`src/rtl/sg_desc_builder.sv`:
```
// Scatter-gather descriptor ring builder: writes one 8-beat AXI burst per
// descriptor, linking each descriptor to the next and wrapping to the first.
module sg_desc_builder #(
   parameter logic [3:0] AXI_ID = 4'h0
) (
   input  logic        s_aclk,
   input  logic        s_areset,
   input  logic        start,
   input  logic [31:0] desc_base,
   input  logic [31:0] buf_base,
   input  logic [31:0] buf_stride,
   input  logic [25:0] buf_len,
   input  logic [7:0]  desc_count,
   output logic        busy,
   output logic        done,
   output logic        error,
   output logic [31:0] tail_desc,
   output logic [3:0]  m_axi_awid,
   output logic [31:0] m_axi_awaddr,
   output logic [7:0]  m_axi_awlen,
   output logic [2:0]  m_axi_awsize,
   output logic [1:0]  m_axi_awburst,
   output logic        m_axi_awvalid,
   input  logic        m_axi_awready,
   output logic [31:0] m_axi_wdata,
   output logic [3:0]  m_axi_wstrb,
   output logic        m_axi_wlast,
   output logic        m_axi_wvalid,
   input  logic        m_axi_wready,
   input  logic [3:0]  m_axi_bid,
   input  logic [1:0]  m_axi_bresp,
   input  logic        m_axi_bvalid,
   output logic        m_axi_bready
);

   localparam logic [2:0] S_IDLE = 3'd0;
   localparam logic [2:0] S_AW   = 3'd1;
   localparam logic [2:0] S_W    = 3'd2;
   localparam logic [2:0] S_B    = 3'd3;
   localparam logic [2:0] S_FIN  = 3'd4;

   logic [2:0]  state;
   logic [7:0]  idx;
   logic [7:0]  n;
   logic [2:0]  beat;
   logic [31:0] ring;
   logic [31:0] cur_desc;
   logic [31:0] cur_buf;
   logic [31:0] stride;
   logic [25:0] blen;
   logic        last_desc;
   logic [7:0]  n_m1;
   logic [31:0] next_desc;
   logic        unused_ok;

   assign last_desc = (idx == n_m1);
   assign n_m1      = n - 8'd1;
   // The last descriptor links back to the head of the ring.
   assign next_desc = last_desc ? ring : cur_desc + 32'd64;
   assign unused_ok = ^{m_axi_bid, desc_base[5:0]};

   always_ff @(posedge s_aclk) begin
      if (s_areset) begin
         state     <= S_IDLE;
         idx       <= 8'd0;
         n         <= 8'd0;
         beat      <= 3'd0;
         ring      <= 32'd0;
         cur_desc  <= 32'd0;
         cur_buf   <= 32'd0;
         stride    <= 32'd0;
         blen      <= 26'd0;
         busy      <= 1'b0;
         done      <= 1'b0;
         error     <= 1'b0;
         tail_desc <= 32'd0;
      end else begin
         done <= 1'b0;
         unique case (state)
            S_IDLE: begin
               if (start) begin
                  ring     <= {desc_base[31:6], 6'd0};
                  cur_desc <= {desc_base[31:6], 6'd0};
                  cur_buf  <= buf_base;
                  stride   <= buf_stride;
                  blen     <= buf_len;
                  n        <= desc_count;
                  idx      <= 8'd0;
                  beat     <= 3'd0;
                  error    <= 1'b0;
                  busy     <= 1'b1;
                  state    <= (desc_count == 8'd0) ? S_FIN : S_AW;
               end
            end
            S_AW: begin
               if (m_axi_awready) state <= S_W;
            end
            S_W: begin
               if (m_axi_wready) begin
                  beat <= beat + 3'd1;
                  if (beat == 3'd7) state <= S_B;
               end
            end
            S_B: begin
               if (m_axi_bvalid) begin
                  if (m_axi_bresp != 2'b00) begin
                     error <= 1'b1;
                     state <= S_FIN;
                  end else if (last_desc) begin
                     state <= S_FIN;
                  end else begin
                     idx      <= idx + 8'd1;
                     cur_desc <= cur_desc + 32'd64;
                     cur_buf  <= cur_buf + stride;
                     state    <= S_AW;
                  end
               end
            end
            S_FIN: begin
               done      <= 1'b1;
               busy      <= 1'b0;
               tail_desc <= (n == 8'd0) ? ring
                          : ring + {18'd0, n_m1, 6'd0};
               state     <= S_IDLE;
            end
            default: state <= S_IDLE;
         endcase
      end
   end

   assign m_axi_awid    = AXI_ID;
   assign m_axi_awaddr  = cur_desc;
   assign m_axi_awlen   = 8'd7;
   assign m_axi_awsize  = 3'd2;
   assign m_axi_awburst = 2'b01;
   assign m_axi_awvalid = (state == S_AW);
   assign m_axi_wvalid  = (state == S_W);
   assign m_axi_wstrb   = 4'hF;
   assign m_axi_wlast   = (state == S_W) && (beat == 3'd7);
   assign m_axi_bready  = (state == S_B);

   always_comb begin
      m_axi_wdata = 32'd0;
      unique case (beat)
         3'd0:    m_axi_wdata = next_desc;
         3'd2:    m_axi_wdata = cur_buf;
         3'd6:    m_axi_wdata = {6'b000011, blen};
         default: m_axi_wdata = 32'd0;
      endcase
   end

endmodule

```
`config.mk`:
```
export PLATFORM = sky130hd
export DESIGN_NAME = sg_desc_builder
export DESIGN_NICKNAME = d
export VERILOG_FILES = /design/src/rtl/sg_desc_builder.sv
export SDC_FILE = /design/constraint.sdc
export NUM_CORES = 1
export LEC_CHECK = 0
export CORE_UTILIZATION = 50
export DETAILED_ROUTE_END_ITERATION = 6
export HOLD_SLACK_MARGIN = 0.15
export PLACE_DENSITY_LB_ADDON = 0.15
export SYNTH_ARGS = -nofsm -noshare
export SYNTH_HDL_FRONTEND = slang
export SYNTH_SLANG_ARGS = --single-unit
```
`constraint.sdc`:
```
create_clock -name s_aclk -period 9.6 [get_ports s_aclk]
set_input_delay 2.4 -clock s_aclk [delete_from_list [all_inputs] [get_ports s_aclk]]
set_output_delay 2.4 -clock s_aclk [all_outputs]
set_load 0.01 [all_outputs]
```
==> results of run 1 <==
state kept, by name, summed over array words and instances, names as in the netlist:
register,count
cur_buf,32
stride,32
busy,1
n,8
blen,26
state,3
done,1
error,1
ring,26
m_axi_awaddr,26
tail_desc,26
beat,3
idx,8
cell families after synthesis:
kind of cell | count (synthesis) | share of synthesized area [%]
other cells | 2 | 0.0645
fa+ha+maj | 50 | 5.51
simple gates | 623 | 23.6
xor+xnor | 93 | 7.06
flops | 193 | 33.2
mux | 47 | 4.27
buf+inv | 162 | 6.48
compound gates | 403 | 19.8
Yosys cell counts, types with 14 or more instances:
| cell type | count | area, sq um |
|---|---|---|
| dfxtp_1 | 193 | 3860 |
| mux2i_1 | 26 | 260 |
| mux2_2 | 21 | 236 |
| xnor2_1 | 50 | 438 |
| inv_1 | 29 | 109 |
| nand3_1 | 44 | 220 |
| nand2_1 | 321 | 1200 |
| o21ai_0 | 103 | 515 |
| clkbuf_1 | 81 | 304 |
| and3_1 | 14 | 87.6 |
| buf_4 | 35 | 263 |
| a211oi_1 | 34 | 255 |
| nor3_1 | 31 | 155 |
| ha_1 | 48 | 601 |
| nor2_1 | 132 | 495 |
| a21oi_1 | 195 | 976 |
| xor2_1 | 42 | 368 |
worst min-delay path by stage:
stage,start,end,slack [ns],cells past startpoint
floorplan,blen[10]$_SDFFE_PP0P_,blen[10]$_SDFFE_PP0P_,0.43,2
global placement,blen[22]$_SDFFE_PP0P_,blen[22]$_SDFFE_PP0P_,0.44,2
detailed placement,blen[10]$_SDFFE_PP0P_,blen[10]$_SDFFE_PP0P_,0.45,2
CTS,blen[22]$_SDFFE_PP0P_,blen[22]$_SDFFE_PP0P_,0.46,2
global route,blen[20]$_SDFFE_PP0P_,blen[20]$_SDFFE_PP0P_,0.47,2
finish,blen[10]$_SDFFE_PP0P_,blen[10]$_SDFFE_PP0P_,0.46,2
cell type report:
class,count,area (sq um)
fillers,2110,8320
multi-input cells,1249,7150
flip-flops and latches,193,3860
repair buffers,235,2320
clock buffers,17,425
well taps,285,357
clock inverters,15,171
inverters,29,109
metal layers:
metal | wire length [um] | global-route usage, % | up-vias
met5 | 0 | 0 | -
met3 | 1960 | 3.73 | 56
li1 | - | - | 5649
met2 | 15200 | 44.5 | 397
met4 | 921 | 10.4 | 0
met1 | 15600 | 39.4 | 5123
critical path, stage by stage (launching register included):
cell and delay (ns):
dfxtp_1 0.37, inv_1 0.13, ha_1 0.21, nor3b_1 0.23, xor2_1 0.29, xor2_1 0.11
nor4_1 0.46, nand4b_4 0.66, o21ai_0 0.62, o21ai_0 0.14, clkdlybuf4s50_1 0.53
where the power goes:
group | internal, mW | switching (mW)
combinational | 0.596 | 0.826
sequential | 0.954 | 0.171
clock | 0.371 | 0.360
through the flow:
stage | cell area [sq um] | total power [mW]
2_1_floorplan | 11800 | 2.09
3_3_place_gp | 13800 | 2.51
3_5_place_dp | 13800 | 2.55
4_1_cts | 14400 | 3.27
5_1_grt | 14400 | 3.49
6_report | 14400 | 3.28
==> results.yml, run 1 <==
outcome:
  status: "completed"
cts:
  cts_tree: "built"
  cts.sinks: 193
  clk_pin_slew_worst_paths_ns: 0.08
  cts_setup_buffers: 0
  cts_resized: 0
  clk_latency_ns: 0.45
  hold_buffers: 0
  cts.path.max_buffers: 2
  numCtsBuffers: 17
  htree_levels: 4
  root_buffer: "clkbuf_16"
floorplanning:
  fp.dieW_um: 155
  die_h_um: 155
  start_util_pct: 51.2
  io_pins: 266
  rows: 55
  die_area_sq_mm: 0.0239
  core_area_sq_mm: 0.0227
cells_and_area:
  layout_commonest_cell: "nand2_1"
  diodes: 0
  area_delta_synth_final_pct: 23.7
  utilization_pct: 63.4
  final_cell_mix: "nand2_1, clkdlybuf4s50_1, a21oi_1"
  drive_gt1_share_pct: 4.49
  fin_nets: 1917
  final_cells: 2023
route:
  drc: 0
  wl_um: 33800
  wl_per_cell_um: 16.7
  first_pass_iters: 6
  first_iter_violations: 935
  num_vias: 11225
  vias_per_cell: 5.55
  ant_nets: 0
global_routing:
  grt_max_degree: 98
  grt_pass1_wl_um: 53500
  overflow: 0
  grt_pass1_vias: 10096
  antenna_found_initial: 0
  track_usage_pct: 28.2
sta:
  setup_violations: 0
  rsz0062_at_grt: "no"
  relSlewSlack_pct: 29.6
  fin_crit_ns: 6.62
  fin_ws_ns: 2.98
  fmax_ghz: 0.151
  hold_viol: 0
  slew_viol_final: 0
  tns_ns: 0
  holdWs_ns: 0.455
  finClkSkew_ns: 0.0156
  worst_pin_slew_ns: 1.06
  final.period_utilization_pct: 68.9
logic_synthesis:
  synth_area_sq_mm: 0.0116
  ys_seq_area_share_pct: 33.2
  synthFlopType: "dfxtp_1"
  yosysWarnings: 0
  synthCells: 1573
  synthArstFlopShare_pct: 0
  synth-edff-count: 0
  synth_seq_cells: 193
  avgSynthCellArea_sq_um: 7.40
  ys_types: 59
setup_path:
  ff2ff_setup_slack_ns: 5.18
  rr_worst_depth: 12
  crit_start: "n[0]$_SDFFE_PP0P_"
  required_ns: 7.20
  critPathCapture: "m_axi_wdata[27]"
  critPathArrivalTime_ns: 4.22
  reg2reg_to: "m_axi_awaddr[6]$_SDFFE_PP0P_"
  end_kind: "output pin"
  critPathMaxFanout: 46
  worst_setup_path_start_kind: "register"
  worst-setup-path-type: "register to output pin"
  worst_r2r_startpoint: "n[0]$_SDFFE_PP0P_"
job:
  cap_violations: 0
placement:
  pre_cts_ws_ns: 3.51
  gp_congestion: 0.911
  placedCellCount: 1991
  hpwl_um: 23900
  port_buffers: 222
min_path:
  hp-class: "register to register"
power_and_ir_drop:
  ir_drop_v: 0.000119
  pwr_density_cell_mw_per_mm2: 228
  leakage_nw: 5.58
(Power assumes the default switching activity.)
==> run 2: changes to the inputs <==
clock period = 6.7 ns   (was 9.6 ns; I/O delays follow)
==> run 2 against run 1 <==
  * Sequential power grew 42%
  * Sequential share of layout area about the same
  * Global-route usage up 0.12 points
  * Power increased by 42%
  * Critical path depth is the same
  * Critical path type unchanged
  * Highest routed layer unchanged
==> results.yml, run 2 (synthesized netlist as in run 1, its figures left out) <==
global_routing:
  antenna_found_initial: 0
  track_usage_pct: 28.4
  overflow: 0
  grt_max_degree: 98
  grt_pass1_wl_um: 54200
  grt_pass1_vias: 10506
cts:
  hold_buffers: 0
  cts.path.max_buffers: 2
  cts_setup_buffers: 0
  cts_resized: 0
  root_buffer: "clkbuf_16"
  cts.sinks: 193
  cts_tree: "built"
  numCtsBuffers: 17
  clk_pin_slew_worst_paths_ns: 0.07
  clk_latency_ns: 0.44
  htree_levels: 4
cells_and_area:
  layout_commonest_cell: "nand2_1"
  utilization_pct: 63.4
  n_fill_cell: 2065
  diodes: 0
  largestRegisters: "cur_buf (32), stride (32)"
  area_delta_synth_final_pct: 23.7
  final_cell_mix: "nand2_1, clkdlybuf4s50_1, a21oi_1"
  fin_nets: 1919
  drive_gt1_share_pct: 4.48
sta:
  rsz0062_at_grt: "no"
  slew_viol_final: 0
  fin_ws_ns: 0.860
  holdWs_ns: 0.455
  hold_viol: 0
  final.period_utilization_pct: 87.2
  finClkSkew_ns: 0.0120
  relSlewSlack_pct: 29.5
  setup_violations: 0
  fmax_ghz: 0.171
  tns_ns: 0
  worst_pin_slew_ns: 1.06
  fin_crit_ns: 5.84
power_and_ir_drop:
  power.switching_mw: 1.89
  internal-power_mw: 2.77
  leakage_nw: 5.58
  combPwrFrac_pct: 43.6
  switching_share_pct: 40.6
  ir_drop_v: 0.000204
  pwr_density_cell_mw_per_mm2: 324
  p_seq_share_pct: 34.6
  pwr-share-clk_pct: 21.8
route:
  ant_nets: 0
  first_pass_iters: 5
  wl_um: 33500
  wl_per_cell_um: 16.6
  num_vias: 11347
  first_iter_violations: 908
  drc: 0
  vias_per_cell: 5.60
setup_path:
  critPathArrivalTime_ns: 4.16
  critPathMaxFanout: 46
  critical-path-slowest-cell: "nand4b_4"
  critPathMaxStageDelay_ns: 0.67
  crit_start: "n[0]$_SDFFE_PP0P_"
  end_kind: "output pin"
  worst_setup_path_start_kind: "register"
  worst-path-buf-inv: 2
  required_ns: 5.03
  worstPathCellList: "inv_1 > ha_1 > nor3b_1 > xor2_1 > xor2_1 > nor4_1 > nand4b_4 > mux2i_1 > o21ai_0 > clkdlybuf4s50_1"
  worst_r2r_startpoint: "n[0]$_SDFFE_PP0P_"
  worst-setup-path-type: "register to output pin"
  crit_family: "simple AND/OR/NAND/NOR gates"
  crit_top_cell: "xor2_1"
placement:
  hpwl_um: 24200
  pre_cts_ws_ns: 1.34
  port_buffers: 222
  gp_congestion: 0.903
floorplanning:
  start_util_pct: 51.2
  die_h_um: 155
  die_area_sq_mm: 0.0239
  io_pins: 266
  rows: 55
  core_area_sq_mm: 0.0227
  fp.dieW_um: 155
min_path:
  hp-start: "blen[0]$_SDFFE_PP0P_"
  hp-class: "register to register"
outcome:
  status: "completed"
job:
  cap_violations: 0
run 2: path summary, 6_finish.rpt:
path         slack (ns)                            to  cells after the start
max                0.86               m_axi_wdata[21]                     10
min                0.45          blen[0]$_SDFFE_PP0P_                      2
max reg2reg        2.26  m_axi_awaddr[6]$_SDFFE_PP0P_                     12
min reg2reg        0.45          blen[0]$_SDFFE_PP0P_                      2
run 2: per-stage QoR:
step           power, mW  cell area, sq um  std cells
6_report            4.66             14400       2025
5_1_grt             4.98             14400       2025
4_1_cts             4.67             14400       2025
3_5_place_dp        3.64             13800       1993
3_3_place_gp        3.60             13800       1993
2_1_floorplan       2.99             11800       1604
run 2: metal layers:
layer  part of all wire [%]  up-vias  global-route usage [%]  wire length, um
li1                       -     5677                       -                -
met1                     46     5226                    39.5            15600
met2                     46      386                    45.3            15300
met3                    5.2       58                    2.89             1750
met4                    2.8        0                    10.6              929
met5                      0        -                       0                0
run 2: worst reg2reg max path, delay by kind of cell (launching register included):
family	cells	cell delay, ns
AOI/OAI and AO/OA	3	0.91
xor gates and xnor gates	2	0.41
adders and majority gates	1	0.21
buffers and inverters	2	0.74
DFF	1	0.37
and+or+nand+nor	4	1.65
run 2: power groups by stage:
stage | registers (mW) | logic, mW | clock network, mW
4_1_cts | 1.60 | 2.03 | 1.04
2_1_floorplan | 1.56 | 1.43 | 0
3_3_place_gp | 1.62 | 1.98 | 0
5_1_grt | 1.64 | 2.26 | 1.08
3_5_place_dp | 1.63 | 2.02 | 0
6_report | 1.61 | 2.03 | 1.02
run 2: area by class of cell:
cell class	count	area [sq um]	share of cell area (%)
multi-input cells	1249	7150	49.7
flip-flops and latches	193	3860	26.8
repair buffers	237	2330	16.2
clock buffers	21	460	3.20
well taps	285	357	2.48
clock inverters	11	119	0.826
inverters	29	109	0.756
